--- src/rtl/seqdet_stream_ctrl_pkg.sv ---
// Shared definitions for the sequence-detector stream controller:
// controller state encoding and default sizing.
package seqdet_stream_ctrl_pkg;

  localparam int NBITS_DEF = 8;
  localparam int IDX_W_DEF = 3;
  localparam int HIT_W_DEF = 4;

  typedef enum logic [2:0] {
    ST_IDLE   = 3'd0,
    ST_CLEAR  = 3'd1,
    ST_ARM    = 3'd2,
    ST_STEP   = 3'd3,
    ST_SAMPLE = 3'd4,
    ST_DONE   = 3'd5
  } state_e;

endpackage

--- src/rtl/seqdet_stream_ctrl_if.sv ---
// Control/status bundle between the lab front panel, the stream controller
// and the detector FSM; the controller uses the slave side.
interface seqdet_stream_ctrl_if
  import seqdet_stream_ctrl_pkg::*;
#(
  parameter int NBITS = NBITS_DEF,
  parameter int IDX_W = IDX_W_DEF,
  parameter int HIT_W = HIT_W_DEF
);
  logic             start;
  logic             abort;
  logic             mode;
  logic             tick;
  logic             step;
  logic [NBITS-1:0] pattern;
  logic             z;
  logic             det_clr;
  logic             det_en;
  logic             x;
  logic             busy;
  logic             done;
  logic [IDX_W-1:0] bit_idx;
  logic [HIT_W-1:0] hit_count;

  modport slave (
    input  start, abort, mode, tick, step, pattern, z,
    output det_clr, det_en, x, busy, done, bit_idx, hit_count
  );

  modport master (
    output start, abort, mode, tick, step, pattern, z,
    input  det_clr, det_en, x, busy, done, bit_idx, hit_count
  );
endinterface

--- src/rtl/seqdet_stream_ctrl_hit_counter.sv ---
// Saturating hit counter: clears on clr, counts on inc, sticks at all-ones.
module seqdet_stream_ctrl_hit_counter #(
  parameter int HIT_W = 4
) (
  input  logic             CLKPORT,
  input  logic             reset_n,
  input  logic             clr,
  input  logic             inc,
  output logic [HIT_W-1:0] count
);
  localparam logic [HIT_W-1:0] CNT_MAX = {HIT_W{1'b1}};

  logic [HIT_W-1:0] count_r;

  // Count register; clear has priority over increment.
  always_ff @(posedge CLKPORT or negedge reset_n) begin
    if (!reset_n) begin
      count_r <= '0;
    end else if (clr) begin
      count_r <= '0;
    end else if (inc && (count_r != CNT_MAX)) begin
      count_r <= count_r + HIT_W'(1);
    end else begin
      count_r <= count_r;
    end
  end

  assign count = count_r;
endmodule

--- src/rtl/seqdet_stream_ctrl.sv ---
// Sequencing controller: latches a switch pattern and replays it LSB first
// into the detector through a clock enable, tallying cycles with z high.
module seqdet_stream_ctrl
  import seqdet_stream_ctrl_pkg::*;
#(
  parameter int NBITS = NBITS_DEF,
  parameter int IDX_W = IDX_W_DEF,
  parameter int HIT_W = HIT_W_DEF
) (
  input  logic                 CLKPORT,
  input  logic                 reset_n,
  seqdet_stream_ctrl_if.slave  bus
);
  state_e           state_r;
  state_e           state_s;
  logic [NBITS-1:0] pat_r;
  logic [IDX_W-1:0] idx_r;
  logic [HIT_W-1:0] hit_s;
  logic             adv_s;
  logic             last_s;
  logic             load_s;
  logic             sample_s;
  logic             det_clr_s;
  logic             det_en_s;
  logic             busy_s;
  logic             done_s;

  assign adv_s    = bus.mode ? bus.step : bus.tick;
  assign last_s   = (idx_r == IDX_W'(NBITS - 1));
  // An abort landing in SAMPLE freezes the counters for display.
  assign sample_s = (state_r == ST_SAMPLE) && !bus.abort;

  // Controller state register.
  always_ff @(posedge CLKPORT or negedge reset_n) begin
    if (!reset_n) begin
      state_r <= ST_IDLE;
    end else begin
      state_r <= state_s;
    end
  end

  // Next-state logic; abort overrides every other transition.
  always_comb begin
    state_s = state_r;
    load_s  = 1'b0;
    if (bus.abort) begin
      state_s = ST_IDLE;
    end else begin
      case (state_r)
        ST_IDLE, ST_DONE: begin
          if (bus.start) begin
            state_s = ST_CLEAR;
            load_s  = 1'b1;
          end else begin
            state_s = state_r;
          end
        end
        ST_CLEAR: state_s = ST_ARM;
        ST_ARM: begin
          if (adv_s) begin
            state_s = ST_STEP;
          end else begin
            state_s = ST_ARM;
          end
        end
        ST_STEP: state_s = ST_SAMPLE;
        ST_SAMPLE: begin
          if (last_s) begin
            state_s = ST_DONE;
          end else begin
            state_s = ST_ARM;
          end
        end
        default: state_s = ST_IDLE;
      endcase
    end
  end

  // Pattern latch and replay index.
  always_ff @(posedge CLKPORT or negedge reset_n) begin
    if (!reset_n) begin
      pat_r <= '0;
      idx_r <= '0;
    end else if (load_s) begin
      pat_r <= bus.pattern;
      idx_r <= '0;
    end else if (sample_s && !last_s) begin
      pat_r <= pat_r;
      idx_r <= idx_r + IDX_W'(1);
    end else begin
      pat_r <= pat_r;
      idx_r <= idx_r;
    end
  end

  seqdet_stream_ctrl_hit_counter #(
    .HIT_W (HIT_W)
  ) u_hit_counter (
    .CLKPORT (CLKPORT),
    .reset_n (reset_n),
    .clr     (load_s),
    .inc     (sample_s && bus.z),
    .count   (hit_s)
  );

  // Output decode from the registered state only.
  always_comb begin
    det_clr_s = (state_r == ST_CLEAR);
    det_en_s  = (state_r == ST_STEP);
    busy_s    = (state_r == ST_CLEAR) || (state_r == ST_ARM) ||
                (state_r == ST_STEP)  || (state_r == ST_SAMPLE);
    done_s    = (state_r == ST_DONE);
  end

  assign bus.det_clr   = det_clr_s;
  assign bus.det_en    = det_en_s;
  assign bus.x         = pat_r[idx_r];
  assign bus.busy      = busy_s;
  assign bus.done      = done_s;
  assign bus.bit_idx   = idx_r;
  assign bus.hit_count = hit_s;
endmodule

--- src/flat_wrapper.sv ---
// flat-port wrapper written by rule: the top's interface ports become plain ports
module seqdet_stream_ctrl_flat import seqdet_stream_ctrl_pkg::*;
#(
  parameter int NBITS = NBITS_DEF,
  parameter int IDX_W = IDX_W_DEF,
  parameter int HIT_W = HIT_W_DEF
)
  (CLKPORT, reset_n, bus_start, bus_abort, bus_mode, bus_tick, bus_step, bus_pattern, bus_z, bus_det_clr, bus_det_en, bus_x, bus_busy, bus_done, bus_bit_idx, bus_hit_count);
  seqdet_stream_ctrl_if #(.NBITS(NBITS), .IDX_W(IDX_W), .HIT_W(HIT_W)) bus_i ();
  input  logic CLKPORT;
  input  logic reset_n;
  input wire logic [$bits(bus_i.start)-1:0] bus_start;
  input wire logic [$bits(bus_i.abort)-1:0] bus_abort;
  input wire logic [$bits(bus_i.mode)-1:0] bus_mode;
  input wire logic [$bits(bus_i.tick)-1:0] bus_tick;
  input wire logic [$bits(bus_i.step)-1:0] bus_step;
  input wire logic [$bits(bus_i.pattern)-1:0] bus_pattern;
  input wire logic [$bits(bus_i.z)-1:0] bus_z;
  output wire logic [$bits(bus_i.det_clr)-1:0] bus_det_clr;
  output wire logic [$bits(bus_i.det_en)-1:0] bus_det_en;
  output wire logic [$bits(bus_i.x)-1:0] bus_x;
  output wire logic [$bits(bus_i.busy)-1:0] bus_busy;
  output wire logic [$bits(bus_i.done)-1:0] bus_done;
  output wire logic [$bits(bus_i.bit_idx)-1:0] bus_bit_idx;
  output wire logic [$bits(bus_i.hit_count)-1:0] bus_hit_count;
  assign bus_i.start = bus_start;
  assign bus_i.abort = bus_abort;
  assign bus_i.mode = bus_mode;
  assign bus_i.tick = bus_tick;
  assign bus_i.step = bus_step;
  assign bus_i.pattern = bus_pattern;
  assign bus_i.z = bus_z;
  assign bus_det_clr = bus_i.det_clr;
  assign bus_det_en = bus_i.det_en;
  assign bus_x = bus_i.x;
  assign bus_busy = bus_i.busy;
  assign bus_done = bus_i.done;
  assign bus_bit_idx = bus_i.bit_idx;
  assign bus_hit_count = bus_i.hit_count;
  seqdet_stream_ctrl #(.NBITS(NBITS), .IDX_W(IDX_W), .HIT_W(HIT_W)) u_core (.CLKPORT(CLKPORT), .reset_n(reset_n), .bus(bus_i));
endmodule
--- config.mk ---
export PLATFORM = sky130hd
export DESIGN_NAME = seqdet_stream_ctrl_flat
export DESIGN_NICKNAME = d
export VERILOG_FILES = /design/src/rtl/seqdet_stream_ctrl_pkg.sv /design/src/rtl/seqdet_stream_ctrl_if.sv /design/src/rtl/seqdet_stream_ctrl_hit_counter.sv /design/src/rtl/seqdet_stream_ctrl.sv /design/src/flat_wrapper.sv
export SDC_FILE = /design/constraint.sdc
export NUM_CORES = 1
export LEC_CHECK = 0
export BUFFER_PORTS_ARGS = -buffer_cell sky130_fd_sc_hd__buf_2
export CAP_MARGIN = 5
export CORE_MARGIN = 3
export CORE_UTILIZATION = 50
export CTS_CLUSTER_DIAMETER = 60
export DETAILED_ROUTE_END_ITERATION = 12
export PLACE_DENSITY = 0.78
export SLEW_MARGIN = 20
export SYNTH_ARGS = -nofsm -noshare
export SYNTH_HDL_FRONTEND = slang
export SYNTH_HIERARCHICAL = 1
export SYNTH_SLANG_ARGS = --single-unit
--- constraint.sdc ---
create_clock -name CLKPORT -period 2.3 [get_ports CLKPORT]
set_input_delay 0.345 -clock CLKPORT [delete_from_list [all_inputs] [get_ports CLKPORT]]
set_output_delay 0.345 -clock CLKPORT [all_outputs]
set_load 0.01 [all_outputs]
==> flow_metrics.env, run 1 <==
export IMPL_status="complete, no violations"
export IMPL_cts_resized=0
export IMPL_grt_max_degree=19
export IMPL_maxCapViolCount=0
export IMPL_n_antenna_cell=0
export IMPL_core_um2=1820
export IMPL_critPathRequiredTime_ns=1.96
export IMPL_total_power_uw=746
export IMPL_synthToLayoutAreaGrowth_pct=19.1
export IMPL_cts_buffers=3
export IMPL_grt_pass1_vias=752
export IMPL_swShare_pct=25.9
export IMPL_seq_power_share_pct=53.9
export IMPL_ys_ff_latch=18
export IMPL_mostFrequentLayoutCell="buf_2"
export IMPL_cts_tree="built"
export IMPL_hpwl_mm=1.42
export IMPL_cts_hold_buf=1
export IMPL_r2r_start="u_core/state_r[1]$_DFFE_PN0P_"
export IMPL_finalHoldViolCount=0
export IMPL_layout_common_cells="buf_2, dfrtp_1, mux2_2"
export IMPL_h_tree_depth=1
export IMPL_power_internal_uw=553
export IMPL_synthesis_area_um2=1010
export IMPL_pwr_share_clk_pct=25.8
export IMPL_syn_nets=107
export IMPL_tns_ns=0
export IMPL_post_route_drc_count=0
export IMPL_clk_latency_ns=0.29
export IMPL_fill_cells=156
export IMPL_start_util_pct=55.5
export IMPL_critPathLaunchType="register"
export IMPL_drtIter0Drc=5
export IMPL_final_setup_skew_ns=0.00166
export IMPL_routed_top_layer="met4"
export IMPL_synthCells=88
export IMPL_final_nets=137
export IMPL_crit_fanout=5
export IMPL_synth_avg_cell_area_um2=11.5
export IMPL_viasPerCell=5.30
export IMPL_place_congestion=0.754
export IMPL_antenna_found_initial=0
export IMPL_wl_per_cell_um=13.3
export IMPL_drt_first_pass_iters=2
export IMPL_port_buffers=27
export IMPL_die_h_um=51.0
export IMPL_finalCritPeriodShare_pct=87.3
export IMPL_setup_viol=0
export IMPL_relSlewSlack_pct=71.7
export IMPL_cts_buffer_depth=2
export IMPL_final_layout_size_suffix_gt1_share_pct=41.9
export IMPL_cp_arrival_ns=1.66
export IMPL_yosys_cell_types_count=34
export IMPL_post_cts_buffers=0
export IMPL_period_needed_ns=2.01
export IMPL_vias=752
export IMPL_synth_ff_type="dfrtp_1"
export IMPL_numClockSinks=18
export IMPL_hp_class="in2reg"
export IMPL_synth_edf_count=0
export IMPL_seq_area_frac_synth_pct=44.6
export IMPL_critPathKind="reg2out"
export IMPL_whs_ns=0.284
export IMPL_r2r_end="u_core/u_hit_counter/count[0]$_DFFE_PN0P_"
export IMPL_worst_pin_slew_ns=0.419
export IMPL_grt_overflow=0
export IMPL_async_reset_ff_share_pct=100
export IMPL_drv_slew=0
export IMPL_grt_pass1_wl_mm=3.26
export IMPL_die_area_um2=2600
export IMPL_max_freq_mhz=498
export IMPL_p_switching_uw=193
export IMPL_wl_met3_um=91
export IMPL_ctsRootBufferMaster="clkbuf_4"
export IMPL_worstSetupStartpoint="u_core/bus.bit_idx[1]$_DFFE_PN0P_"
export IMPL_yosysWarnings=6
export IMPL_wl_met2_um=909
export IMPL_p_comb_share_pct=20.4
export IMPL_worst_setup_path_end_kind="output pin"
export IMPL_wl_met1_um=860
export IMPL_reg2reg_slack_ns=0.48
export IMPL_power_per_cell_area_nw_per_um2=620
export IMPL_grtUsageTotal_pct=16.6
export IMPL_drt_wl_total_mm=1.89
export IMPL_irDropWorstVdd_mv=0.431
export IMPL_ioPinCount=28
export IMPL_clk_pin_slew_ns=0.10
export IMPL_p_leak_uw=0.000578
export IMPL_rsz0062_at_grt="false"
export IMPL_detail_route_antenna_nets=0
export IMPL_endpoint="bus_x"
export IMPL_fp_dieW_um=51.0
export IMPL_r2r_cells=4
export IMPL_num_rows=15
layer usage:
layer	vias up	track usage [%]
met3	4	3.21
met2	16	28.1
met5	-	0
li1	378	-
met1	354	20.5
met4	0	6.73
layout make-up:
type,count,area (um2),share of cell area (%)
Multi-Input combinational cell,64,526,43.7
Timing Repair Buffer,29,153,12.7
Clock buffer,4,36.3,3.01
Tap cell,25,31.3,2.60
Sequential cell,18,450,37.4
Inverter,2,7.51,0.624
registers in the layout, indices dropped and copies added (netlist names):
name                        flops
u_core/bus.bit_idx              3
u_core/pat_r                    8
u_core/state_r                  3
u_core/u_hit_counter/count      4
logic make-up after synthesis:
family                     after synthesis  synth area share (%)
muxes                                   14                  17.9
AOI/OAI and AO/OA                       16                  8.66
buffers and inverters                    6                  3.46
xor gates and xnor gates                 2                  1.73
and+or+nand+nor                         29                  19.9
adders and majority gates                3                  3.71
DFF                                     18                  44.6
how the worst min path moves through the flow:
stage | startpoint | to | slack (ns) | cells after the start
5_1_grt | bus_pattern[7] | u_core/pat_r[7]$_DFFE_PN0P_ | 0.26 | 2
6_report | bus_pattern[2] | u_core/pat_r[2]$_DFFE_PN0P_ | 0.28 | 2
3_3_place_gp | reset_n | u_core/state_r[0]$_DFFE_PN0P_ | 0.29 | 1
2_1_floorplan | reset_n | u_core/bus.bit_idx[0]$_DFFE_PN0P_ | 0.05 | 0
4_1_cts | bus_pattern[2] | u_core/pat_r[2]$_DFFE_PN0P_ | 0.28 | 2
3_5_place_dp | reset_n | u_core/bus.bit_idx[0]$_DFFE_PN0P_ | 0.29 | 1
synth_stat cells, types with 2 or more instances:
master | instances | area share (%)
nor2_1 | 4 | 1.5
mux2i_1 | 2 | 2.0
a21oi_1 | 6 | 3.0
nor3_1 | 2 | 0.99
nand2b_1 | 2 | 1.2
mux2_2 | 9 | 10
mux4_2 | 2 | 4.5
nand3_1 | 2 | 0.99
and2_1 | 2 | 1.2
inv_1 | 2 | 0.74
dfrtp_1 | 18 | 45
nor2b_1 | 6 | 3.7
o21ai_0 | 7 | 3.5
ha_1 | 3 | 3.7
a211oi_1 | 2 | 1.5
stage by stage:
step                      instances  utilization [%]  setup WS, ns  instance area (um2)
after detailed placement        137             63.6         0.472                 1160
after CTS                       142             66.1         0.275                 1200
final                           142             66.1         0.292                 1200
after floorplan                  88                -         0.533                 1010
after global placement          137             63.6         0.500                 1160
after global routing            142             66.1         0.185                 1200
power groups by stage:
stage               combinational, uW  clock, uW  sequential [uW]
floorplan                         120          0              388
global placement                  148          0              404
detailed placement                153          0              409
CTS                               155        197              402
global route                      168        216              410
finish                            152        192              402
worst max-delay path, cell delays in order, from the launching register on:
cell and delay (ns):
dfrtp_1 0.45, mux4_2 0.52, mux2_2 0.27, buf_2 0.14
No activity file was read; power rests on OpenSTA's default activity.
==> run 2: changes to the inputs <==
Settings changed: CORE_ASPECT_RATIO from default to 1.1.
==> flow_metrics.env, run 2 (synthesis gave the netlist of run 1 again) <==
export IMPL_status="complete, no violations"
export IMPL_antenna_found_initial=0
export IMPL_setup_viol=0
export IMPL_wl_per_cell_um=13.3
export IMPL_grt_max_degree=19
export IMPL_clk_pin_slew_ns=0.10
export IMPL_crit_slowest_cell="mux4_2"
export IMPL_p_comb_share_pct=20.6
export IMPL_worst_setup_path_end_kind="output pin"
export IMPL_tns_ns=0
export IMPL_vias=768
export IMPL_critPathRequiredTime_ns=1.96
export IMPL_max_freq_mhz=490
export IMPL_largest_reg_flops=8
export IMPL_whs_ns=0.278
export IMPL_finalHoldViolCount=0
export IMPL_clk_latency_ns=0.29
export IMPL_detail_route_antenna_nets=0
export IMPL_cts_buffer_depth=2
export IMPL_viasPerCell=5.33
export IMPL_die_h_um=53.2
export IMPL_critPathLaunchType="register"
export IMPL_mostFrequentLayoutCell="buf_2"
export IMPL_slowest_delay_ns=0.54
export IMPL_irDropWorstVdd_mv=0.434
export IMPL_ioPinCount=28
export IMPL_power_internal_uw=553
export IMPL_period_needed_ns=2.04
export IMPL_maxCapViolCount=0
export IMPL_synthToLayoutAreaGrowth_pct=19.3
export IMPL_final_setup_skew_ns=0.00320
export IMPL_cts_buffers=3
export IMPL_p_switching_uw=191
export IMPL_final_layout_size_suffix_gt1_share_pct=41.9
export IMPL_finalCritPeriodShare_pct=88.7
export IMPL_drv_slew=0
export IMPL_post_route_drc_count=0
export IMPL_layout_setup_ws_ns=0.259
export IMPL_p_leak_uw=0.000578
export IMPL_cp_arrival_ns=1.70
export IMPL_core_um2=1840
export IMPL_drt_wl_total_mm=1.92
export IMPL_top_register="u_core/pat_r"
export IMPL_ctsRootBufferMaster="clkbuf_4"
export IMPL_num_rows=16
export IMPL_hp_class="in2reg"
export IMPL_seq_power_share_pct=53.8
export IMPL_rsz0062_at_grt="false"
export IMPL_pre_cts_slack_ns=0.440
export IMPL_crit_fanout=5
export IMPL_port_buffers=27
export IMPL_cts_resized=0
export IMPL_relSlewSlack_pct=69.3
export IMPL_layout_common_cells="buf_2, dfrtp_1, mux2_2"
export IMPL_crit_chain="mux4_2, mux2_2, buf_2"
export IMPL_numClockSinks=18
export IMPL_final_nets=137
export IMPL_grt_pass1_wl_mm=3.51
export IMPL_pwr_share_clk_pct=25.5
export IMPL_swShare_pct=25.7
export IMPL_start_util_pct=54.9
export IMPL_die_area_um2=2600
export IMPL_drt_first_pass_iters=4
export IMPL_hpwl_mm=1.55
export IMPL_grt_overflow=0
export IMPL_power_per_cell_area_nw_per_um2=617
export IMPL_grt_pass1_vias=814
export IMPL_critPathKind="reg2out"
export IMPL_cts_tree="built"
export IMPL_h_tree_depth=1
export IMPL_fp_dieW_um=48.9
export IMPL_n_antenna_cell=0
export IMPL_place_congestion=0.845
export IMPL_drtIter0Drc=12
export IMPL_grtUsageTotal_pct=17.8
export IMPL_post_cts_buffers=0
export IMPL_worst_pin_slew_ns=0.453
export IMPL_utilization_pct=65.5
-- run 2: cell counts in the layout (fill, tap and decap cells not counted) --
No cell type changed its count.
-- run 2: routing by layer --
layer  GRT usage [%]  part of all wire (%)
met5               0                     0
met4            7.11                   1.3
met3            3.66                   4.6
met2            33.7                    54
met1            19.5                    41
-- run 2: area by class of cell --
type	instances	area (um2)
Inverter	2	7.51
Timing Repair Buffer	29	153
Sequential cell	18	450
Fill cell	172	636
Tap cell	27	33.8
Multi-Input combinational cell	64	526
Clock buffer	4	36.3
-- run 2: stage by stage --
stage	cells	total power [uW]	instance area (um2)
4_1_cts	144	759	1210
5_1_grt	144	796	1210
3_5_place_dp	139	564	1160
6_report	144	744	1210
3_3_place_gp	139	552	1160
2_1_floorplan	88	508	1010
-- run 2: critical path, delay by kind of cell, from the launching register on --
kind / cells / cell delay (ns)
muxes: 2 / 0.82
buffers and inverters: 1 / 0.14
DFF: 1 / 0.46
-- run 2: worst paths after layout --
path	start	endpoint	slack (ns)	depth (start not counted)
worst min-delay path	bus_pattern[5]	u_core/pat_r[5]$_DFFE_PN0P_	0.28	2
worst max-delay path	u_core/bus.bit_idx[1]$_DFFE_PN0P_	bus_x	0.26	3
min in group asynchronous	reset_n	u_core/pat_r[0]$_DFFE_PN0P_	0.50	2
worst max register to register	u_core/state_r[1]$_DFFE_PN0P_	u_core/u_hit_counter/count[0]$_DFFE_PN0P_	0.44	4
max in group asynchronous	reset_n	u_core/state_r[2]$_DFFE_PN0P_	1.52	2
worst min register to register	u_core/pat_r[0]$_DFFE_PN0P_	u_core/pat_r[0]$_DFFE_PN0P_	0.52	1
-- run 2: repair_timing --
| item | in CTS | in global routing |
|---|---|---|
| hold buffers | 1 | 0 |
| setup endpoints to repair | 0 | 0 |
| hold endpoints to repair | 18 | 0 |
-- run 2: power groups by stage --
stage	sequential (uW)	combinational (uW)	clock [uW]
2_1_floorplan	388	120	0
3_3_place_gp	403	148	0
3_5_place_dp	409	155	0
4_1_cts	402	157	200
5_1_grt	410	172	214
6_report	401	154	190
==> run 3: changes to the inputs <==
Settings changed: PLACE_DENSITY 0.78 to 0.87, SETUP_SLACK_MARGIN from default to 0.3.
==> flow_metrics.env, run 3 (synthesis gave the netlist of run 1 again) <==
export IMPL_crit_slowest_cell="mux4_2"
export IMPL_irDropWorstVdd_mv=0.474
export IMPL_relSlewSlack_pct=74.6
export IMPL_mostFrequentLayoutCell="buf_2"
export IMPL_setup_viol=0
export IMPL_power_per_cell_area_nw_per_um2=613
export IMPL_final_nets=139
export IMPL_hp_class="in2reg"
export IMPL_rsz0062_at_grt="true"
export IMPL_antenna_found_initial=0
export IMPL_drt_wl_total_mm=2.10
export IMPL_port_buffers=27
export IMPL_crit_fanout=4
export IMPL_detail_route_antenna_nets=0
export IMPL_hpwl_mm=1.48
export IMPL_cts_buffers=3
export IMPL_p_leak_uw=0.000591
export IMPL_n_antenna_cell=0
export IMPL_period_needed_ns=1.97
export IMPL_die_h_um=53.2
export IMPL_viasPerCell=5.38
export IMPL_crit_chain="mux4_2, mux2_4, buf_2"
export IMPL_grt_max_degree=19
export IMPL_layout_common_cells="buf_2, dfrtp_1, mux2_2"
export IMPL_grtUsageTotal_pct=16.8
export IMPL_finalHoldViolCount=0
export IMPL_top_register="u_core/pat_r"
export IMPL_numClockSinks=18
export IMPL_critPathLaunchType="register"
export IMPL_pre_cts_slack_ns=0.488
export IMPL_status="complete, no violations"
export IMPL_fp_dieW_um=48.9
export IMPL_final_layout_size_suffix_gt1_share_pct=44.5
export IMPL_cts_buffer_depth=2
export IMPL_clk_pin_slew_ns=0.10
export IMPL_wl_per_cell_um=14.4
export IMPL_grt_pass1_wl_mm=3.33
export IMPL_ioPinCount=28
export IMPL_num_rows=16
export IMPL_die_area_um2=2600
export IMPL_post_route_drc_count=0
export IMPL_ctsRootBufferMaster="clkbuf_4"
export IMPL_cts_tree="built"
export IMPL_fill_cells=156
export IMPL_total_power_uw=756
export IMPL_worst_setup_path_end_kind="output pin"
export IMPL_layout_setup_ws_ns=0.331
export IMPL_max_freq_mhz=508
export IMPL_worst_pin_slew_ns=0.381
export IMPL_final_setup_skew_ns=0.00154
export IMPL_cp_arrival_ns=1.62
export IMPL_maxCapViolCount=0
export IMPL_drt_first_pass_iters=4
export IMPL_h_tree_depth=1
export IMPL_drv_slew=0
export IMPL_synthToLayoutAreaGrowth_pct=21.9
export IMPL_drtIter0Drc=12
export IMPL_critPathKind="reg2out"
export IMPL_vias=785
export IMPL_tns_ns=0
export IMPL_finalCritPeriodShare_pct=85.6
export IMPL_place_congestion=0.801
export IMPL_largest_reg_flops=8
export IMPL_grt_pass1_vias=777
export IMPL_critPathRequiredTime_ns=1.96
export IMPL_core_um2=1840
export IMPL_slowest_delay_ns=0.51
export IMPL_clk_latency_ns=0.29
export IMPL_start_util_pct=54.9
export IMPL_grt_overflow=0
run 3: cell types whose count changed in the layout (fill, tap and decap cells not counted):
| cell | before | now |
|---|---|---|
| nor4b_1 | 1 | 0 |
| dfrtp_1 | 18 | 17 |
| mux2_4 | 1 | 2 |
| dfrtp_2 | 0 | 1 |
| nor4b_2 | 1 | 2 |
| buf_4 | 1 | 3 |
| mux2_2 | 9 | 8 |
run 3: worst max-delay path: cells and delay by family, from the launching register on:
kind     cells  cell delay [ns]
buf+inv      1             0.14
mux          2             0.78
flops        1             0.42
run 3: layer usage:
metal	track usage [%]	vias up	wire, um
met5	0	-	0
met4	9.00	0	14
met3	3.10	2	118
met2	29.2	32	1110
met1	20.1	372	858
li1	-	379	-
run 3: power by group:
group	switching (uW)	leakage [uW]	internal, uW
clock network	97.2	0.0000210	96.4
logic	62.6	0.000340	96.8
registers	39.1	0.000230	364
total	199	0.000591	557
run 3: stage by stage:
| stage | hold WS, ns | utilization (%) | instances | instance area [um2] |
|---|---|---|---|---|
| after floorplan | 0.0494 | - | 88 | 1010 |
| after global placement | 0.289 | 63.0 | 139 | 1160 |
| after detailed placement | 0.288 | 63.0 | 139 | 1160 |
| after CTS | 0.268 | 66.0 | 145 | 1210 |
| after global routing | 0.271 | 66.9 | 146 | 1230 |
| final | 0.281 | 66.9 | 146 | 1230 |
run 3: path summary, 6_finish.rpt:
check | slack [ns] | cells after the start | to | start
setup / recovery | 0.33 | 3 | bus_x | u_core/bus.bit_idx[1]$_DFFE_PN0P_
hold / removal | 0.28 | 2 | u_core/pat_r[5]$_DFFE_PN0P_ | bus_pattern[5]
setup reg to reg | 0.51 | 6 | u_core/bus.bit_idx[0]$_DFFE_PN0P_ | u_core/bus.bit_idx[1]$_DFFE_PN0P_
hold reg to reg | 0.53 | 1 | u_core/pat_r[6]$_DFFE_PN0P_ | u_core/pat_r[6]$_DFFE_PN0P_
max in group asynchronous | 1.52 | 2 | u_core/bus.bit_idx[1]$_DFFE_PN0P_ | reset_n
min in group asynchronous | 0.49 | 2 | u_core/pat_r[2]$_DFFE_PN0P_ | reset_n
run 3: layout make-up:
cell class,count,area (um2),share of cell area (%)
Clock buffer,4,36.3,2.94
Multi-Input combinational cell,64,536,43.5
Timing Repair Buffer,31,168,13.6
Inverter,2,7.51,0.609
Sequential cell,18,452,36.6
Tap cell,27,33.8,2.74
run 3: timing repair:
item,in CTS,in global routing
endpoints found under the setup margin,1,3
gates resized for setup,1,2
hold buffers,1,0
buffers inserted,1,1
hold endpoints to repair,18,0
